## src/rtl/spi_sclk_gen_if.sv

```systemverilog
// Control/status bundle between the SPI master control FSM (master side)
// and the frame-based SCLK generator (slave side).
interface spi_sclk_gen_if #(
  parameter int unsigned SPPR_W  = 3,
  parameter int unsigned SPR_W   = 3,
  parameter int unsigned BRD_W   = 12,
  parameter int unsigned FRAME_W = 5
);
  logic [1:0]         spi_mode_i;
  logic               spiswai_i;
  logic [SPPR_W-1:0]  sppr_i;
  logic [SPR_W-1:0]   spr_i;
  logic               cpol_i;
  logic               cpha_i;
  logic [FRAME_W-1:0] frame_len_i;
  logic               start_i;
  logic               abort_i;
  logic               sclk_o;
  logic               sample_stb_o;
  logic               shift_stb_o;
  logic               busy_o;
  logic               done_o;
  logic [FRAME_W-1:0] bit_cnt_o;
  logic [BRD_W-1:0]   brd_o;

  modport master (
    output spi_mode_i, spiswai_i, sppr_i, spr_i, cpol_i, cpha_i, frame_len_i, start_i, abort_i,
    input  sclk_o, sample_stb_o, shift_stb_o, busy_o, done_o, bit_cnt_o, brd_o
  );

  modport slave (
    input  spi_mode_i, spiswai_i, sppr_i, spr_i, cpol_i, cpha_i, frame_len_i, start_i, abort_i,
    output sclk_o, sample_stb_o, shift_stb_o, busy_o, done_o, bit_cnt_o, brd_o
  );
endinterface

```

## src/rtl/spi_sclk_gen.sv

```systemverilog
// Frame-based SPI serial-clock generator: emits frame_len SCLK cycles per start request,
// with per-edge sample/shift strobes, pause in wait/stop mode and abort.
module spi_sclk_gen #(
  parameter int unsigned SPPR_W  = 3,
  parameter int unsigned SPR_W   = 3,
  parameter int unsigned BRD_W   = 12,
  parameter int unsigned FRAME_W = 5
) (
  input logic           pclk,
  input logic           preset,
  spi_sclk_gen_if.slave bus
);

  localparam logic [1:0] StIdle  = 2'd0;
  localparam logic [1:0] StRun   = 2'd1;
  localparam logic [1:0] StPause = 2'd2;
  localparam logic [1:0] StTail  = 2'd3;

  logic [1:0]         state_q, state_d;
  logic [1:0]         saved_q, saved_d;
  logic [1:0]         eff_state;
  logic [BRD_W-1:0]   hcnt_q, hcnt_d;
  logic [BRD_W-1:0]   half_q, half_d;
  logic [FRAME_W:0]   ecnt_q, ecnt_d;
  logic [FRAME_W:0]   edge_num, last_edge;
  logic [FRAME_W-1:0] len_q, len_d;
  logic [FRAME_W-1:0] bit_cnt_q, bit_cnt_d;
  logic               cpol_q, cpol_d;
  logic               cpha_q, cpha_d;
  logic               sclk_q, sclk_d;
  logic               sample_q, sample_d;
  logic               shift_q, shift_d;
  logic               busy_q, busy_d;
  logic               done_q, done_d;
  logic               pause_cond;
  logic               half_wrap;
  logic [BRD_W-1:0]   presel;
  logic [SPR_W:0]     shamt;
  logic [BRD_W-1:0]   brd;

  // Divisor = (sppr+1) * 2^(spr+1); shift amount widened so spr=max does not wrap.
  assign presel = BRD_W'(bus.sppr_i) + BRD_W'(1);
  assign shamt  = {1'b0, bus.spr_i} + (SPR_W + 1)'(1);
  assign brd    = presel << shamt;

  assign pause_cond = bus.spi_mode_i[1] || ((bus.spi_mode_i == 2'b01) && bus.spiswai_i);
  assign eff_state  = (state_q == StPause) ? saved_q : state_q;
  assign edge_num   = ecnt_q + (FRAME_W + 1)'(1);
  assign last_edge  = {len_q, 1'b0};
  assign half_wrap  = (hcnt_q == half_q - BRD_W'(1));

  always_comb begin
    state_d   = state_q;
    saved_d   = saved_q;
    hcnt_d    = hcnt_q;
    half_d    = half_q;
    ecnt_d    = ecnt_q;
    len_d     = len_q;
    bit_cnt_d = bit_cnt_q;
    cpol_d    = cpol_q;
    cpha_d    = cpha_q;
    sclk_d    = sclk_q;
    sample_d  = 1'b0;
    shift_d   = 1'b0;
    busy_d    = busy_q;
    done_d    = 1'b0;

    if (state_q == StIdle) begin
      sclk_d = bus.cpol_i;
      if (bus.start_i && (bus.frame_len_i != '0) && !bus.abort_i && !pause_cond) begin
        cpol_d    = bus.cpol_i;
        cpha_d    = bus.cpha_i;
        half_d    = brd >> 1;
        len_d     = bus.frame_len_i;
        hcnt_d    = '0;
        ecnt_d    = '0;
        bit_cnt_d = '0;
        busy_d    = 1'b1;
        state_d   = StRun;
      end
    end else if (bus.abort_i) begin
      sclk_d  = cpol_q;
      busy_d  = 1'b0;
      state_d = StIdle;
    end else if (pause_cond) begin
      // Freeze everything; remember where to resume.
      if (state_q != StPause) begin
        saved_d = state_q;
      end
      state_d = StPause;
    end else begin
      state_d = eff_state;
      if (!half_wrap) begin
        hcnt_d = hcnt_q + BRD_W'(1);
      end else begin
        hcnt_d = '0;
        if (eff_state == StRun) begin
          sclk_d = ~sclk_q;
          ecnt_d = edge_num;
          if (edge_num[0]) begin
            if (cpha_q) shift_d = 1'b1;
            else        sample_d = 1'b1;
          end else begin
            bit_cnt_d = bit_cnt_q + FRAME_W'(1);
            if (cpha_q)                      sample_d = 1'b1;
            else if (edge_num != last_edge)  shift_d  = 1'b1;
          end
          if (edge_num == last_edge) begin
            state_d = StTail;
          end
        end else begin
          done_d  = 1'b1;
          busy_d  = 1'b0;
          state_d = StIdle;
        end
      end
    end
  end

  always_ff @(posedge pclk) begin
    if (preset) begin
      state_q   <= StIdle;
      saved_q   <= StIdle;
      hcnt_q    <= '0;
      half_q    <= '0;
      ecnt_q    <= '0;
      len_q     <= '0;
      bit_cnt_q <= '0;
      cpol_q    <= 1'b0;
      cpha_q    <= 1'b0;
      sclk_q    <= bus.cpol_i;
      sample_q  <= 1'b0;
      shift_q   <= 1'b0;
      busy_q    <= 1'b0;
      done_q    <= 1'b0;
    end else begin
      state_q   <= state_d;
      saved_q   <= saved_d;
      hcnt_q    <= hcnt_d;
      half_q    <= half_d;
      ecnt_q    <= ecnt_d;
      len_q     <= len_d;
      bit_cnt_q <= bit_cnt_d;
      cpol_q    <= cpol_d;
      cpha_q    <= cpha_d;
      sclk_q    <= sclk_d;
      sample_q  <= sample_d;
      shift_q   <= shift_d;
      busy_q    <= busy_d;
      done_q    <= done_d;
    end
  end

  assign bus.sclk_o       = sclk_q;
  assign bus.sample_stb_o = sample_q;
  assign bus.shift_stb_o  = shift_q;
  assign bus.busy_o       = busy_q;
  assign bus.done_o       = done_q;
  assign bus.bit_cnt_o    = bit_cnt_q;
  assign bus.brd_o        = brd;

endmodule

```

## src/flat_wrapper.sv

```systemverilog
// flat-port wrapper written by rule: the top's interface ports become plain ports
module spi_sclk_gen_flat 
#(
  parameter int unsigned SPPR_W  = 3,
  parameter int unsigned SPR_W   = 3,
  parameter int unsigned BRD_W   = 12,
  parameter int unsigned FRAME_W = 5
)
  (pclk, preset, bus_spi_mode_i, bus_spiswai_i, bus_sppr_i, bus_spr_i, bus_cpol_i, bus_cpha_i, bus_frame_len_i, bus_start_i, bus_abort_i, bus_sclk_o, bus_sample_stb_o, bus_shift_stb_o, bus_busy_o, bus_done_o, bus_bit_cnt_o, bus_brd_o);
  spi_sclk_gen_if #(.SPPR_W(SPPR_W), .SPR_W(SPR_W), .BRD_W(BRD_W), .FRAME_W(FRAME_W)) bus_i ();
  input logic pclk;
  input logic preset;
  input wire logic [$bits(bus_i.spi_mode_i)-1:0] bus_spi_mode_i;
  input wire logic [$bits(bus_i.spiswai_i)-1:0] bus_spiswai_i;
  input wire logic [$bits(bus_i.sppr_i)-1:0] bus_sppr_i;
  input wire logic [$bits(bus_i.spr_i)-1:0] bus_spr_i;
  input wire logic [$bits(bus_i.cpol_i)-1:0] bus_cpol_i;
  input wire logic [$bits(bus_i.cpha_i)-1:0] bus_cpha_i;
  input wire logic [$bits(bus_i.frame_len_i)-1:0] bus_frame_len_i;
  input wire logic [$bits(bus_i.start_i)-1:0] bus_start_i;
  input wire logic [$bits(bus_i.abort_i)-1:0] bus_abort_i;
  output wire logic [$bits(bus_i.sclk_o)-1:0] bus_sclk_o;
  output wire logic [$bits(bus_i.sample_stb_o)-1:0] bus_sample_stb_o;
  output wire logic [$bits(bus_i.shift_stb_o)-1:0] bus_shift_stb_o;
  output wire logic [$bits(bus_i.busy_o)-1:0] bus_busy_o;
  output wire logic [$bits(bus_i.done_o)-1:0] bus_done_o;
  output wire logic [$bits(bus_i.bit_cnt_o)-1:0] bus_bit_cnt_o;
  output wire logic [$bits(bus_i.brd_o)-1:0] bus_brd_o;
  assign bus_i.spi_mode_i = bus_spi_mode_i;
  assign bus_i.spiswai_i = bus_spiswai_i;
  assign bus_i.sppr_i = bus_sppr_i;
  assign bus_i.spr_i = bus_spr_i;
  assign bus_i.cpol_i = bus_cpol_i;
  assign bus_i.cpha_i = bus_cpha_i;
  assign bus_i.frame_len_i = bus_frame_len_i;
  assign bus_i.start_i = bus_start_i;
  assign bus_i.abort_i = bus_abort_i;
  assign bus_sclk_o = bus_i.sclk_o;
  assign bus_sample_stb_o = bus_i.sample_stb_o;
  assign bus_shift_stb_o = bus_i.shift_stb_o;
  assign bus_busy_o = bus_i.busy_o;
  assign bus_done_o = bus_i.done_o;
  assign bus_bit_cnt_o = bus_i.bit_cnt_o;
  assign bus_brd_o = bus_i.brd_o;
  spi_sclk_gen #(.SPPR_W(SPPR_W), .SPR_W(SPR_W), .BRD_W(BRD_W), .FRAME_W(FRAME_W)) u_core (.pclk(pclk), .preset(preset), .bus(bus_i));
endmodule
```

## config.mk

```make
export PLATFORM = sky130hd
export DESIGN_NAME = spi_sclk_gen_flat
export DESIGN_NICKNAME = d
export VERILOG_FILES = /design/src/rtl/spi_sclk_gen_if.sv /design/src/rtl/spi_sclk_gen.sv /design/src/flat_wrapper.sv
export SDC_FILE = /design/constraint.sdc
export NUM_CORES = 1
export LEC_CHECK = 0
export CAP_MARGIN = 20
export CELL_PAD_IN_SITES_DETAIL_PLACEMENT = 2
export CELL_PAD_IN_SITES_GLOBAL_PLACEMENT = 2
export CORE_UTILIZATION = 35
export DETAILED_ROUTE_END_ITERATION = 8
export GPL_TIMING_DRIVEN = 0
export PLACE_DENSITY = 0.9
export SYNTH_ARGS = -nofsm -noshare
export SYNTH_HDL_FRONTEND = slang
export SYNTH_SLANG_ARGS = --single-unit
```

## constraint.sdc

```tcl
create_clock -name pclk -period 5 [get_ports pclk]
set_clock_uncertainty 0.2 [all_clocks]
set_input_delay 1.5 -clock pclk [delete_from_list [all_inputs] [get_ports pclk]]
set_output_delay 1.5 -clock pclk [all_outputs]
set_load 0.02 [all_outputs]
```

Word-level counts from Yosys, hierarchy flattened
Index checks and enable logic that the tools add are counted.
{"block": "totals", "regBits": 50, "output_inout_bits": 22, "wordCells": 108}
{"block": "classes", "n_addsub": 6, "n_eq_ne": 14, "n_shift": 1, "mux": 45, "bitwise": 5, "reduce_logical": 23}
{"cell": "12-bit two-way mux", "count": 5}
{"cell": "6-bit two-way mux", "count": 6}
{"cell": "5-bit two-way mux", "count": 7}
{"cell": "1-bit two-way mux", "count": 19}
{"cell": "2-bit two-way mux", "count": 8}
{"cell": "12-bit by 1-bit adder with 12-bit output (second input constant)", "count": 1}
{"cell": "12-bit == test", "count": 1}
{"cell": "12-bit by 4-bit << shifter with 12-bit output", "count": 1}
{"cell": "11-bit by 1-bit subtractor with 12-bit output (second input constant)", "count": 1}
{"cell": "3-bit by 1-bit adder with 4-bit output (second input constant)", "count": 2}
{"cell": "2-bit inequality test (second input constant)", "count": 4}
{"cell": "4-bit AND reduction", "count": 2}
{"cell": "4-bit nonzero test", "count": 2}
{"cell": "6-bit by 1-bit adder with 6-bit output (second input constant)", "count": 1}
{"cell": "6-bit == test", "count": 1}
{"cell": "6-bit inequality test", "count": 1}
{"cell": "3-bit AND reduction", "count": 2}
{"cell": "6-bit AND reduction", "count": 1}
{"cell": "6-bit OR reduction", "count": 1}
{"cell": "5-bit by 1-bit adder with 5-bit output (second input constant)", "count": 1}
{"cell": "1-bit inverter", "count": 5}
{"cell": "5-bit AND reduction", "count": 1}
{"cell": "5-bit nonzero test", "count": 1}
{"cell": "5-bit OR reduction", "count": 1}
{"cell": "13 further kinds", "count": 19}

Longest topological paths before layout
Gate-level depths: netlist of the first run.
{"block": "depth", "word_depth": 9, "ltp_mapped": 12}

Worst setup path after synthesis of the first run
No wires, ideal clock.
{"block": "synth_path", "kind": "input to output", "start": "input bus_spr_i[0]", "end": "output bus_brd_o[4]", "arrival_time_ps": 2850, "t_required_ps": 3300, "slack_ps": 450, "cell_stages": 4, "path_buffers": 1, "path_cell_list": "ha_1 -> clkbuf_1 -> or3b_2 -> o22ai_1"}
{"block": "synth_between", "elab_chain_len": 2}
{"element": "from (decl)", "line_no": "flat_wrapper.sv:16", "text": "input wire logic [$bits(bus_i.spr_i)-1:0] bus_spr_i;"}
{"element": "3-bit by 1-bit adder with 4-bit output", "line_no": "spi_sclk_gen.sv:43", "text": "assign shamt = {1'b0, bus.spr_i} + (SPR_W + 1)'(1);"}
{"element": "12-bit by 4-bit << shifter with 12-bit output", "line_no": "spi_sclk_gen.sv:44", "text": "assign brd = presel << shamt;"}
{"element": "to (decl)", "line_no": "flat_wrapper.sv:28", "text": "output wire logic [$bits(bus_i.brd_o)-1:0] bus_brd_o;"}
Every way passes these cells.

Worst setup path after layout of the first run
{"block": "layout_path", "start": "input bus_spr_i[1]", "end": "output bus_brd_o[0]"}
Same word-level chain as after synthesis.

==> results of run 1 <==
## worst min-delay path: cells and delay by family, from the launching register on
family,cells,cell delay (ns)
flops,1,0.34
simple gates,1,0.06
compound gates,1,0.05
## routing by layer
layer | GRT usage (%) | vias to the layer above | routed length (um)
met5 | 0 | - | 0
met4 | 4.41 | 0 | 125
met3 | 3.13 | 12 | 236
met2 | 44.1 | 48 | 6000
met1 | 30.2 | 1643 | 4990
li1 | - | 1517 | -
## through the flow
step	TNS [ns]	cells	hold slack, ns	utilization [%]	cell area, um^2
global route	-0.100	555	0.308	43.9	3810
detailed placement	-6.37	546	0.275	42.3	3670
finish	0	555	0.287	43.9	3810
floorplan	0	398	0.236	-	3130
CTS	-0.228	553	0.290	43.5	3780
global placement	-5.26	546	0.256	42.3	3670
## state kept, by name, indices dropped and copies added, names as in the netlist
register / count
u_core.hcnt_q: 12
u_core.half_q: 11
u_core.ecnt_q: 6
u_core.bus.bit_cnt_o: 5
u_core.len_q: 5
u_core.saved_q: 2
u_core.state_q: 2
u_core.bus.busy_o: 1
u_core.bus.done_o: 1
u_core.bus.sample_stb_o: 1
u_core.bus.sclk_o: 1
u_core.bus.shift_stb_o: 1
u_core.cpha_q: 1
u_core.cpol_q: 1
## cells in the final DEF (no fill, tap or decap), drive strengths merged, types with 9 or more instances in the layout
cell and instances:
buf 18, nor3 11, clkdlybuf4s50 26, a31oi 9, nor2 50, xnor2 16, clkbuf 19, dfxtp 49
nand2 54, xor2 15, inv 11, nand3 18, a21oi 28
## cells by family after synthesis
group / Yosys count
AND/OR/NAND/NOR: 184
AO/OA/AOI/OAI: 84
flip-flops: 50
buffers and inverters: 33
XOR/XNOR: 31
multiplexers: 10
adder cells (fa/ha/maj): 6
## what timing repair did
action | in CTS | in global routing
setup buffers | 0 | 2
gates resized for setup | 48 | 12
pin swaps | 0 | 4
endpoints found under the setup margin | 12 | 10
## worst paths after layout
path | endpoint | startpoint | depth (start not counted)
setup / recovery | bus_brd_o[0] | bus_spr_i[1] | 5
hold / removal | u_core.len_q[4] | u_core.len_q[4] | 2
setup reg to reg | u_core.ecnt_q[3] | u_core.half_q[0] | 12
hold reg to reg | u_core.len_q[4] | u_core.len_q[4] | 2
## synthesized netlist by cell type, drive strengths merged (3+ instances only)
cell,instances
a2111oi,3
a21oi,28
a31oi,9
and2,3
and3,6
and4,4
buf,9
clkbuf,13
dfxtp,49
ha,6
inv,10
mux2,5
mux2i,5
nand2,54
nand2b,5
nand3,18
nand4,7
nor2,50
nor2b,6
nor3,11
nor4,3
o2111ai,3
o211ai,4
o21ai,5
o22ai,7
o31ai,5
or2,5
or3,3
xnor2,16
xor2,15
## where the power goes
part	switching (uW)	total (uW)	leakage, uW	internal, uW
Sequential	5.46	410	0.000406	404
Clock	151	266	0.0000478	114
Combinational	93.8	156	0.000915	62.5
## final cells by class
cell class                      instances  area, um^2
Fill cell                             992        4870
Multi-Input combinational cell        315        2030
Sequential cell                        50        1010
Timing Repair Buffer                   42         387
Tap cell                              108         135
Buffer                                 21         104
Clock buffer                            6        82.6
Inverter                               11        41.3
Clock inverter                          2        16.3
==> results.sh, run 1 <==
export IMPL_synthesis_area_um2=3130
export IMPL_holdCritPathClass="register to register"
export IMPL_cts_made_buffers=5
export IMPL_outcome="complete, no violations"
export IMPL_cts_sinks=50
export IMPL_post_place_ws_ns=-0.713
export IMPL_nNetsFinal=472
export IMPL_setup_ws_ns=0.0219
export IMPL_htree_levels=2
export IMPL_drcViolationCount=0
export IMPL_gp_congestion=0.815
export IMPL_synth_simple_area_share_pct=29.2
export IMPL_startpoint_type="input port"
export IMPL_die_area_um2=9330
export IMPL_routedWlPerCell_um=20.4
export IMPL_reg2reg_slack_ns=1.77
export IMPL_ys_types=69
export IMPL_synth_cells=398
export IMPL_arrival_ns=3.28
export IMPL_hold_violations=0
export IMPL_p_total_uw=832
export IMPL_cp_slowest_cell="clkdlybuf4s50_1"
export IMPL_area_growth_syn_to_layout_pct=21.7
export IMPL_setup_viol=0
export IMPL_antenna_found_initial=0
export IMPL_cp_top_family="buffers and inverters"
export IMPL_grt_pass1_wl_mm=17.2
export IMPL_finalCritPeriodShare_pct=99.6
export IMPL_clk_pin_slew_ns=0.10
export IMPL_async_flop_share_pct=0
export IMPL_grt_start_max_net_pins=17
export IMPL_slowest_delay_ns=0.56
export IMPL_start_util_pct=36.1
export IMPL_track_usage_pct=24.1
export IMPL_tritoncts="done"
export IMPL_ios=42
export IMPL_synthXorXnorAreaFrac_pct=8.67
export IMPL_synth_nets=424
export IMPL_vias_per_cell=5.80
export IMPL_rows=34
export IMPL_dr_pass1_iters=4
export IMPL_yosys_top_cells_area="dfxtp_1 31%, nand2_1 6.5%, nor2_1 6.0%"
export IMPL_clock_path_buffers=2
export IMPL_cp_cell_sequence="clkdlybuf4s50_1, ha_4, or3b_2, nor2_1, clkdlybuf4s15_1"
export IMPL_synthAdderAreaFrac_pct=2.40
export IMPL_antennaDiodeCount=0
export IMPL_core_area_um2=8680
export IMPL_die_h_um=96.6
export IMPL_crit_type="input port to output pin"
export IMPL_num_vias=3220
export IMPL_slew_viol_final=0
export IMPL_syn_area_per_cell_um2=7.87
export IMPL_worst_path_max_fanout=10
export IMPL_crit_required_ns=3.30
export IMPL_wl_mm=11.3
export IMPL_yosys_warnings=0
export IMPL_synth_top_area_share_pct=31.3
export IMPL_crit_buf_inv=2
export IMPL_grt_overflow=0
export IMPL_ys_seq_elements=50
export IMPL_layout_min_cycle_time_ns=4.98
export IMPL_worst_ir_drop_vdd_uv=111
export IMPL_end_kind="output pin"
export IMPL_insertion_delay_ns=0.31
export IMPL_yosys_area_top_type="dfxtp_1"
export IMPL_synth_edf_count=1
export IMPL_rsz0062_at_grt="yes"
export IMPL_fmax_ghz=0.201
export IMPL_grt_pass1_vias=3341
export IMPL_hpwl_mm=8.16
export IMPL_ant_nets=0
export IMPL_p_per_area_nw_per_um2=218
export IMPL_yosysSeqAreaShare_pct=32.3
export IMPL_synth_compound_area_share_pct=19.4
export IMPL_drt_iter0_drc=69
export IMPL_synthFlopType="dfxtp_1"
export IMPL_synth_top_family_by_area="simple AND/OR/NAND/NOR gates"
export IMPL_slew_headroom_pct=51.9
export IMPL_tightestPinTransition_ns=0.718
export IMPL_root_buffer="clkbuf_8"
export IMPL_final_layout_size_suffix_gt1_share_pct=14.8
export IMPL_synthMuxAreaShare_pct=3.40
export IMPL_die_w_um=96.6
export IMPL_holdBufCountCts=0
export IMPL_leakage_uw=0.00137
export IMPL_maxCapViolations=0
export IMPL_port_buffers=40
(Power assumes the default switching activity.)
==> inputs of run 2 (changes only) <==
MAX_ROUTING_LAYER = met4   (was default)
==> results.sh, run 2 (same netlist as run 1, synthesis figures left out) <==
export IMPL_tritoncts="done"
export IMPL_die_w_um=96.6
export IMPL_p_total_uw=836
export IMPL_worst_ir_drop_vdd_uv=114
export IMPL_rsz0062_at_grt="yes"
export IMPL_root_buffer="clkbuf_8"
export IMPL_outcome="complete, no violations"
export IMPL_routedWlPerCell_um=20.5
export IMPL_port_buffers=40
export IMPL_slew_headroom_pct=50.6
export IMPL_holdBufCountCts=0
export IMPL_hpwl_mm=8.16
export IMPL_area_growth_syn_to_layout_pct=21.7
export IMPL_core_area_um2=8680
export IMPL_cts_made_buffers=5
export IMPL_clock_path_buffers=2
export IMPL_die_h_um=96.6
export IMPL_num_vias=3237
export IMPL_ios=42
export IMPL_antennaDiodeCount=0
export IMPL_tightestPinTransition_ns=0.739
export IMPL_slew_viol_final=0
export IMPL_setup_viol=0
export IMPL_leakage_uw=0.00137
export IMPL_wl_mm=11.4
export IMPL_nNetsFinal=472
export IMPL_drcViolationCount=0
export IMPL_gp_congestion=0.827
export IMPL_holdCritPathClass="register to register"
export IMPL_worst_path_max_fanout=10
export IMPL_final_common_cell="nand2_1"
export IMPL_clk_pin_slew_ns=0.10
export IMPL_vias_per_cell=5.83
export IMPL_startpoint_type="input port"
export IMPL_final_cell_mix="54 x nand2_1, 49 x dfxtp_1, 48 x nor2_1"
export IMPL_reg2reg_to="u_core.ecnt_q[5]"
export IMPL_hold_violations=0
export IMPL_crit_required_ns=3.30
export IMPL_final_layout_size_suffix_gt1_share_pct=14.8
export IMPL_rows=34
export IMPL_cts_sinks=50
export IMPL_worstHoldStart="u_core.len_q[4]"
export IMPL_utilization_pct=43.9
export IMPL_largest_reg_flops=12
export IMPL_finalCritPeriodShare_pct=99.5
export IMPL_insertion_delay_ns=0.32
export IMPL_fmax_ghz=0.201
export IMPL_r2r_start="u_core.half_q[0]"
export IMPL_arrival_ns=3.27
export IMPL_r2r_cells=12
export IMPL_grt_pass1_vias=3335
export IMPL_grt_pass1_wl_mm=17.2
export IMPL_grt_overflow=0
export IMPL_setup_ws_ns=0.0255
export IMPL_whs_ns=0.286
export IMPL_maxCapViolations=0
export IMPL_hold_path_end="u_core.len_q[4]"
export IMPL_crit_type="input port to output pin"
export IMPL_die_area_um2=9330
export IMPL_end_kind="output pin"
export IMPL_p_per_area_nw_per_um2=219
export IMPL_antenna_found_initial=0
export IMPL_htree_levels=2
export IMPL_ant_nets=0
export IMPL_layout_min_cycle_time_ns=4.97
export IMPL_drt_iter0_drc=70
export IMPL_post_place_ws_ns=-0.713
export IMPL_holdPathStages=2
export IMPL_reg2reg_slack_ns=1.77
export IMPL_dr_pass1_iters=4
export IMPL_grt_start_max_net_pins=17
export IMPL_n_fill_cell=992
export IMPL_reg_top3="u_core.hcnt_q x12, u_core.half_q x11, u_core.ecnt_q x6"
export IMPL_regMostFlops="u_core.hcnt_q"
export IMPL_track_usage_pct=24.8
export IMPL_start_util_pct=36.1
run 2: per-stage QoR:
| stage | TNS (ns) | instances | cell area, um^2 |
|---|---|---|---|
| after floorplan | 0 | 398 | 3130 |
| after global placement | -5.26 | 546 | 3670 |
| after detailed placement | -6.37 | 546 | 3670 |
| after CTS | -0.228 | 553 | 3780 |
| after global routing | -0.100 | 555 | 3810 |
| final | 0 | 555 | 3810 |
run 2: layout make-up:
type                            instances  area (um^2)  area share (%)
Multi-Input combinational cell        315         2030            53.4
Inverter                               11         41.3            1.08
Buffer                                 21          104            2.73
Sequential cell                        50         1010            26.5
Timing Repair Buffer                   42          387            10.1
Clock inverter                          2         16.3           0.427
Clock buffer                            6         82.6            2.17
Tap cell                              108          135            3.55
run 2: worst max-delay path by stage:
| stage | startpoint | endpoint | slack (ns) | cells past startpoint |
|---|---|---|---|---|
| after global routing | bus_sppr_i[1] | bus_brd_o[2] | -0.02 | 8 |
| final | bus_spr_i[1] | bus_brd_o[0] | 0.03 | 5 |
| after global placement | bus_spr_i[0] | bus_brd_o[6] | -0.61 | 9 |
| after CTS | bus_sppr_i[0] | bus_brd_o[11] | -0.07 | 8 |
| after floorplan | bus_spr_i[0] | bus_brd_o[4] | 0.45 | 4 |
| after detailed placement | bus_spr_i[0] | bus_brd_o[6] | -0.71 | 9 |
run 2: where the power goes:
part | leakage [uW] | switching [uW] | total (uW) | internal, uW
Clock | 0.0000478 | 155 | 270 | 114
Sequential | 0.000406 | 5.50 | 410 | 404
Combinational | 0.000915 | 94.1 | 157 | 62.5
run 2: repair_timing:
action	CTS	global route
resized for setup	48	12
buffers inserted	0	2
pin swaps	0	4
setup endpoints to repair	12	10
run 2: worst max-delay path, stage by stage:
cell             delay (ns)
clkdlybuf4s50_1        0.56
ha_4                   0.27
or3b_2                 0.49
nor2_1                 0.13
clkdlybuf4s15_1        0.32
run 2: layer usage:
layer	global-route usage, %	vias to the layer above	wire length [um]
met5	-	-	0
met4	4.41	0	130
met3	3.13	14	292
met2	44.1	56	6000
met1	30.4	1651	4950
li1	-	1516	-
==> inputs of run 3 (changes only) <==
SETUP_SLACK_MARGIN = 0.2   (was default)
SLEW_MARGIN = 10   (was default)
==> results.sh, run 3 (same netlist as run 1, synthesis figures left out) <==
export IMPL_finalCritPeriodShare_pct=94.8
export IMPL_place_area_um2=3670
export IMPL_ios=42
export IMPL_n_fill_cell=992
export IMPL_root_buffer="clkbuf_8"
export IMPL_startpoint_type="input port"
export IMPL_clock_path_buffers=2
export IMPL_rows=34
export IMPL_antennaDiodeCount=0
export IMPL_worstHoldStart="u_core.len_q[4]"
export IMPL_crit_required_ns=3.30
export IMPL_reg_top3="u_core.hcnt_q x12, u_core.half_q x11, u_core.ecnt_q x6"
export IMPL_stdcell_count=555
export IMPL_die_w_um=96.6
export IMPL_grt_pass1_wl_mm=18.2
export IMPL_insertion_delay_ns=0.32
export IMPL_holdBufCountCts=0
export IMPL_end_kind="output pin"
export IMPL_slowest_delay_ns=0.53
export IMPL_port_buffers=40
export IMPL_hold_violations=0
export IMPL_worst_ir_drop_vdd_uv=118
export IMPL_layout_min_cycle_time_ns=4.74
export IMPL_num_vias=3233
export IMPL_antenna_found_initial=0
export IMPL_dp_cells=546
export IMPL_r2r_start="u_core.half_q[0]"
export IMPL_cp_cell_sequence="clkdlybuf4s50_1, nand2_1, mux2_2, o22ai_1, buf_4"
export IMPL_gp_congestion=0.827
export IMPL_tritoncts="done"
export IMPL_nNetsFinal=472
export IMPL_start_util_pct=36.1
export IMPL_clk_pin_slew_ns=0.10
export IMPL_crit_start="bus_spr_i[2]"
export IMPL_final_common_cell="nand2_1"
export IMPL_ant_nets=0
export IMPL_tightestPinTransition_ns=0.729
export IMPL_drcViolationCount=0
export IMPL_holdCritPathClass="register to register"
export IMPL_cts_sinks=50
export IMPL_die_area_um2=9330
export IMPL_leakage_uw=0.00138
export IMPL_largest_reg_flops=12
export IMPL_dr_pass1_iters=4
export IMPL_vias_per_cell=5.83
export IMPL_routedWlPerCell_um=21.0
export IMPL_die_h_um=96.6
export IMPL_core_area_um2=8680
export IMPL_worst_path_max_fanout=7
export IMPL_regMostFlops="u_core.hcnt_q"
export IMPL_drt_iter0_drc=61
export IMPL_area_growth_syn_to_layout_pct=22.4
export IMPL_final_cell_mix="54 x nand2_1, 49 x nor2_1, 49 x dfxtp_1"
export IMPL_grt_start_max_net_pins=17
export IMPL_htree_levels=2
export IMPL_setup_viol=0
export IMPL_grt_pass1_vias=3444
export IMPL_cts_made_buffers=5
export IMPL_rsz0062_at_grt="no"
export IMPL_seq_area_um2=1010
export IMPL_fmax_ghz=0.211
export IMPL_wl_mm=11.6
export IMPL_track_usage_pct=26.6
export IMPL_cp_slowest_cell="clkdlybuf4s50_1"
export IMPL_finish_instance_area_um2=3830
export IMPL_p_per_area_nw_per_um2=220
export IMPL_whs_ns=0.287
export IMPL_slew_headroom_pct=51.2
export IMPL_multi_input_area_um2=2060
export IMPL_utilization_pct=44.2
export IMPL_arrival_ns=3.04
export IMPL_outcome="complete, no violations"
export IMPL_hpwl_mm=8.16
export IMPL_maxCapViolations=0
export IMPL_crit_type="input port to output pin"
export IMPL_slew_viol_final=0
export IMPL_grt_overflow=0
export IMPL_final_layout_size_suffix_gt1_share_pct=15.9
==> run 3: changes by cell type in the layout (fill, tap and decap cells not counted), sizes merged <==
cell | before | now
buf | 18 | 21
clkdlybuf4s15 | 4 | 2
clkdlybuf4s50 | 26 | 23
clkbuf | 19 | 21
==> run 3: power by group <==
part	leakage, uW	switching (uW)	internal [uW]	total [uW]
clock network	0.0000478	155	114	270
registers	0.000406	5.46	404	410
logic	0.000927	99.0	64.9	164
==> run 3: critical path, delay by kind of cell <==
family / cells / cell delay [ns]
mux: 1 / 0.39
compound gates: 1 / 0.32
buf+inv: 2 / 0.74
simple gates: 1 / 0.10
==> run 3: path summary, 6_finish.rpt <==
path | to | slack (ns) | cells after the start
worst max-delay path | bus_brd_o[9] | 0.26 | 5
worst min-delay path | u_core.len_q[4] | 0.29 | 2
worst max register to register | u_core.ecnt_q[5] | 1.76 | 12
worst min register to register | u_core.len_q[4] | 0.29 | 2
==> run 3: layer usage <==
layer	track usage, %	up-vias	part of all wire, %
met4	7.23	0	2.1
met2	47.1	62	52
met5	-	-	0
met3	3.60	22	2.3
met1	31.6	1632	44
li1	-	1517	-
==> run 3: final cells by class <==
cell class              count  area share (%)
multi-input cells         315            53.8
clock inverters             2           0.424
repair buffers             41            9.63
well taps                 108            3.52
plain buffers              22            3.07
clock buffers               6            2.15
flip-flops and latches     50            26.4
inverters                  11            1.08
==> run 3: repair_timing <==
item | 4_1_cts | 5_1_grt
cloned | 0 | 0
setup buffers | 1 | 0
setup endpoints to repair | 12 | 8
pin swaps | 5 | 3
endpoints found under the hold margin | 0 | 0
gates resized for setup | 79 | 7
==> run 3: metrics by stage <==
stage	setup slack, ns	TNS, ns	power [uW]
global route	0.186	0	876
finish	0.259	0	843
global placement	-0.615	-5.26	560
detailed placement	-0.713	-6.37	567
CTS	0.279	0	839
floorplan	0.450	0	507
